File: src/rtl/shared_cell_arbiter.sv
// Round-robin arbiter time-sharing one single-bit cell between NUM_REQ requesters.
// Optional hold-timeout rotation is compiled in with SHARED_CELL_ARB_TIMEOUT_EN.
module shared_cell_arbiter #(
  parameter int unsigned NUM_REQ  = 4,
  parameter int unsigned HOLD_MAX = 8
) (
  input  logic                       clk,
  input  logic                       rst_n,
  input  logic [NUM_REQ-1:0]         req,
  input  logic [NUM_REQ-1:0]         req_data,
  output logic [NUM_REQ-1:0]         grant,
  output logic                       cell_i,
  input  logic                       cell_o,
  output logic                       rsp_valid,
  output logic                       rsp_data,
  output logic [$clog2(NUM_REQ)-1:0] rsp_owner,
  output logic                       busy
);

  localparam int unsigned IW = $clog2(NUM_REQ);

  if (NUM_REQ < 2 || NUM_REQ > 16) begin : g_bad_num_req
    $error("shared_cell_arbiter: NUM_REQ out of range 2..16");
  end
  if (HOLD_MAX < 1 || HOLD_MAX > 255) begin : g_bad_hold_max
    $error("shared_cell_arbiter: HOLD_MAX out of range 1..255");
  end

  typedef enum logic [1:0] {
    ST_IDLE   = 2'd0,
    ST_GRANT  = 2'd1,
    ST_SWITCH = 2'd2
  } state_e;

  state_e             state_q, state_d;
  logic [NUM_REQ-1:0] grant_q, grant_d;
  logic [IW-1:0]      ptr_q, ptr_d;
  logic [IW-1:0]      owner_q, owner_d;
  logic               rsp_valid_q, rsp_valid_d;
  logic               rsp_data_q, rsp_data_d;
  logic [IW-1:0]      rsp_owner_q, rsp_owner_d;
  logic               busy_q, busy_d;

  logic               win_vld;
  logic [IW-1:0]      win_idx;
  logic [IW-1:0]      win_next;
  int unsigned        cand;
  logic               timeout_c;

`ifdef SHARED_CELL_ARB_TIMEOUT_EN
  localparam int unsigned HW = $clog2(HOLD_MAX + 1);

  logic [HW-1:0] hold_q, hold_d;
  logic [HW-1:0] hold_inc;

  // Saturating count of cycles the current owner has held the cell.
  assign hold_inc  = (hold_q == HW'(HOLD_MAX)) ? hold_q : hold_q + HW'(1);
  assign timeout_c = (hold_inc == HW'(HOLD_MAX)) && (|(req & ~grant_q));
`else
  assign timeout_c = 1'b0;
`endif

  // First set req bit searching upward from ptr, wrapping.
  always_comb begin : arb_search
    win_vld = 1'b0;
    win_idx = '0;
    cand    = 0;
    for (int unsigned k = 0; k < NUM_REQ; k++) begin
      cand = 32'(ptr_q) + k;
      if (cand >= NUM_REQ) begin
        cand = cand - NUM_REQ;
      end
      if (!win_vld && req[IW'(cand)]) begin
        win_vld = 1'b1;
        win_idx = IW'(cand);
      end
    end
  end

  assign win_next = (win_idx == IW'(NUM_REQ - 1)) ? '0 : win_idx + IW'(1);

  always_comb begin : fsm_next
    state_d     = state_q;
    grant_d     = grant_q;
    ptr_d       = ptr_q;
    owner_d     = owner_q;
`ifdef SHARED_CELL_ARB_TIMEOUT_EN
    hold_d      = hold_q;
`endif
    unique case (state_q)
      ST_IDLE, ST_SWITCH: begin
        if (win_vld) begin
          state_d = ST_GRANT;
          grant_d = NUM_REQ'(1) << win_idx;
          owner_d = win_idx;
          ptr_d   = win_next;
`ifdef SHARED_CELL_ARB_TIMEOUT_EN
          hold_d  = '0;
`endif
        end else begin
          state_d = ST_IDLE;
          grant_d = '0;
        end
      end
      ST_GRANT: begin
`ifdef SHARED_CELL_ARB_TIMEOUT_EN
        hold_d = hold_inc;
`endif
        // Release and timeout together still make a single rotation.
        if (!req[owner_q] || timeout_c) begin
          state_d = ST_SWITCH;
          grant_d = '0;
        end
      end
      default: begin
        state_d = ST_IDLE;
        grant_d = '0;
      end
    endcase
    busy_d      = (state_d != ST_IDLE);
    rsp_valid_d = (state_q == ST_GRANT);
    rsp_data_d  = cell_o;
    rsp_owner_d = owner_q;
  end

  always_ff @(posedge clk or negedge rst_n) begin : regs
    if (!rst_n) begin
      state_q     <= ST_IDLE;
      grant_q     <= '0;
      ptr_q       <= '0;
      owner_q     <= '0;
      rsp_valid_q <= 1'b0;
      rsp_data_q  <= 1'b0;
      rsp_owner_q <= '0;
      busy_q      <= 1'b0;
`ifdef SHARED_CELL_ARB_TIMEOUT_EN
      hold_q      <= '0;
`endif
    end else begin
      state_q     <= state_d;
      grant_q     <= grant_d;
      ptr_q       <= ptr_d;
      owner_q     <= owner_d;
      rsp_valid_q <= rsp_valid_d;
      rsp_data_q  <= rsp_data_d;
      rsp_owner_q <= rsp_owner_d;
      busy_q      <= busy_d;
`ifdef SHARED_CELL_ARB_TIMEOUT_EN
      hold_q      <= hold_d;
`endif
    end
  end

  // Cell input is only ever driven by the registered owner during GRANT.
  assign cell_i    = (state_q == ST_GRANT) ? req_data[owner_q] : 1'b0;
  assign grant     = grant_q;
  assign rsp_valid = rsp_valid_q;
  assign rsp_data  = rsp_data_q;
  assign rsp_owner = rsp_owner_q;
  assign busy      = busy_q;

endmodule

File: config.mk
export PLATFORM = sky130hd
export DESIGN_NAME = shared_cell_arbiter
export DESIGN_NICKNAME = d
export VERILOG_FILES = /design/src/rtl/shared_cell_arbiter.sv
export SDC_FILE = /design/constraint.sdc
export NUM_CORES = 1
export LEC_CHECK = 0
export BUFFER_PORTS_ARGS = -buffer_cell sky130_fd_sc_hd__buf_2
export CORE_MARGIN = 1.5
export CORE_UTILIZATION = 36
export DETAILED_ROUTE_END_ITERATION = 8
export HOLD_SLACK_MARGIN = 0.03
export SETUP_SLACK_MARGIN = 0.05
export SYNTH_ARGS = -nofsm -noshare
export SYNTH_HDL_FRONTEND = slang
export SYNTH_SLANG_ARGS = --single-unit
export TNS_END_PERCENT = 100
File: constraint.sdc
create_clock -name clk -period 2.9 [get_ports clk]
set_input_delay 0.58 -clock clk [delete_from_list [all_inputs] [get_ports clk]]
set_output_delay 0.58 -clock clk [all_outputs]
set_load 0.02 [all_outputs]
==> summary.md <==
| Metric | Value |
|---|---|
| Run status | finished, final reports clean |
| Register area | roughly 380 um^2 |
| Layout fillers | approximately 170 |
| Crit start category | flip-flop |
| Tot Pwr | approximately 0.87 mW |
| Initial DRC count | 6 |
| Detail Route Antenna Nets | 0 |
| Slowest cell delay on critical path | about 0.57 ns |
| Worst VDD drop | just under 500 uV |
| CTS max path bufs | 2 |
| Htree depth | 1 |
| P_leak | roughly 0.43 nW |
| Slowest CP cell | mux4_1 |
| Pwr dens | approximately 1000 mW/mm^2 |
| Post-synthesis cell type count | 28 |
| Tcrit/Tclk final | 0.752 |
| DRC Markers | 0 |
| Number of vias per cell | slightly above 5 |
| Fin nets | 93 |
| Max-Cap Viols | 0 |
| Worst Path Max Fanout | 4 |
| CTS Hold Bufs | 0 |
| Post-CTS sizing | 0 |
| Vias in the first global route | between 400 and 500 |
| Post-Synth Adder-Cell Area | 0.0702 |
| Setup Fix Bufs, Post-CTS | 0 |
| Critical Path AT | between 1.5 and 2 ns |
| Buf+Inv Stages, Crit Path | 1 |
| GRT Total Usage | 0.143 |
| Post-Syn Instances | between 50 and 60 |
| Placement Setup Slack | 0.849 ns |
| Crit end category | primary output |
| Initial antenna violation count | 0 |
| Rel. slew slack | 0.698 |
| Worst clock skew | just over 0.007 ns |
| Wire per inst | roughly 13 um |
| Setup TNS | 0 ns |
| Core area | about 0.0018 mm^2 |
| Synth Area in XOR/XNOR | 0 |
| Setup ws final | ~0.72 ns |
| Die area | ~0.0023 mm^2 |
| CTS tree | built |
| Endpoints failing setup | 0 |
| Final min period | between 2 and 2.5 ns |
| Post-Synthesis Cell Area | between 700 and 800 um^2 |
| Hold Violations, Final | 0 |
| Worst-path cell chain | mux4_1 -> and2_1 -> buf_2 |
| Worst-path clk slew | roughly 0.090 ns |
| Largest family of logic cells by synthesized area | compound AO/OA/AOI/OAI gates |
| Layout cells sized above 1 | 0.390 |
| YS warnings | 0 |
| Initial Utilization | 0.396 |
| Commonest non-fill, non-tap cells in the layout | buf_2, dfrtp_1, a22o_1, ha_1 |
| Seq/Total Area, Yosys | 0.526 |
| First-pass GRT wire length | 2210 um |
| Largest net degree at the start of global routing | 16 |
| RSZ-0062 raised after global routing | no |
| GRT overflow | 0 |
| Synth Register Bits | 15 |
| Final HPWL DP | 984 um |
| Routed WL | 1290 um |
| Most common cell after layout, fill and taps aside | buf_2 |
| Mux contribution to synthesized area | 0.0982 |
| Die Ht | 47.5 um |
| Pre-antenna DRT Iters | 4 |
| Via Count | 516 |
| Fmax | about 460 MHz |
| Critical path class | flip-flop to primary output |
| Delay-heaviest family, CP | multiplexers |
| Root Driver | clkbuf_4 |
| Area Growth Syn to Fin | 21.6% |
| I/O pins | 21 |
| Worst min path class | primary input to async pin |
| Total CTS buffers | 3 |
| Final Max Slew Viols | 0 |
| Antenna cells | 0 |
| Syn avg cell area | around 13 um^2 |
| Multi-input gate area | 329 um^2 |
| # rows | 15 |
| Synth Area in Simple Gates | 0.140 |
| Worst-Margin Slew | 0.451 ns |
| Die width | approximately 48 um |
| Gp weighted congestion | approximately 0.71 |
| Syn Nets | around 70 |
| Port bufs | 20 |
| Clk_lat worst skew | ~0.29 ns |
| CP required | 2.32 ns |
| Compound-gate portion of the synthesized area | 0.153 |
| # clock sinks | 15 |
sequential cells by signal, summed over array words and instances, names as in the netlist:
register / cells
rsp_owner: 2
busy: 1
owner_q: 2
state_q: 2
grant: 4
rsp_valid: 1
rsp_data: 1
ptr_q: 2
worst reg2reg max path, stage by stage, from the launching register on:
cell and delay (ns):
dfrtp_1 0.44, nand2_1 0.07, a311oi_1 0.40, nor2_1 0.13
ha_1 0.29, mux2_2 0.26
cells in the mapped netlist:
| library cell | n | share of area |
|---|---|---|
| dfrtp_1 | 15 | 0.53 |
| a22o_1 | 4 | 0.049 |
| ha_1 | 4 | 0.070 |
| nor2_1 | 3 | 0.016 |
| nand2_1 | 2 | 0.011 |
| nor2b_1 | 2 | 0.018 |
| o21ai_0 | 2 | 0.014 |
| or2_2 | 2 | 0.018 |
| a21boi_0 | 1 | 0.011 |
| a21oi_1 | 1 | 0.0070 |
| a311oi_1 | 1 | 0.012 |
| and2_1 | 1 | 0.0088 |
| and2_4 | 1 | 0.012 |
| and2b_1 | 1 | 0.011 |
| buf_2 | 1 | 0.0070 |
| inv_1 | 1 | 0.0053 |
| mux2_2 | 1 | 0.016 |
| mux2i_1 | 1 | 0.014 |
| mux4_1 | 1 | 0.037 |
| mux4_2 | 1 | 0.032 |
| nand2b_1 | 1 | 0.0088 |
| nor4_4 | 1 | 0.030 |
| o211a_1 | 1 | 0.014 |
| o22ai_1 | 1 | 0.0088 |
| o31ai_1 | 1 | 0.011 |
| o32a_1 | 1 | 0.014 |
| o41ai_1 | 1 | 0.012 |
| or2_1 | 1 | 0.0088 |
layout make-up:
cell class	instances	share of cell area
tap	25	0.0361
inverter	1	0.00433
timing repair buffer	20	0.115
clock inverter	1	0.00577
sequential	15	0.433
multi-input combinational	37	0.380
clock buffer	3	0.0260
power by group:
part	switching [mW]	internal [mW]	leakage, nW
combinational	0.207	0.178	0.226
sequential	0.0685	0.298	0.183
clock	0.0667	0.0513	0.0177
total	0.342	0.528	0.427
metrics by stage:
stage	util	std cells	hold WS (ns)	instance area (um^2)
final	0.481	102	0.176	867
after global routing	0.481	102	0.189	867
after CTS	0.481	102	0.177	867
after detailed placement	0.466	98	0.439	840
after global placement	0.466	98	0.438	840
after floorplan	-	54	0.284	713
routing by layer:
metal | wire length [um] | track usage | vias up | share of wire
met5 | 0 | 0 | - | 0
met4 | 17 | 0.0500 | 0 | 0.013
met3 | 99 | 0.0566 | 5 | 0.077
met2 | 594 | 0.219 | 20 | 0.46
met1 | 576 | 0.185 | 244 | 0.45
li1 | - | - | 247 | -
logic make-up (layout without fill, tap and decap cells):
logic type,Yosys count,in the layout
flops,15,15
simple gates,15,15
compound gates,14,14
fa+ha+maj,4,4
mux,4,4
buf+inv,2,25
path summary, 6_finish.rpt:
kind,start,end,slack [ns],depth (start not counted)
min in group clk,cell_o,rsp_data,0.39,1
max in group asynchronous,rst_n,grant[3],2.47,1
min,rst_n,rsp_owner[0],0.18,1
min reg2reg,state_q[1],busy,0.45,1
max,owner_q[0],cell_i,0.72,3
max reg2reg,ptr_q[1],ptr_q[1],1.20,5
Note: power is estimated with default switching activity, not from simulation.
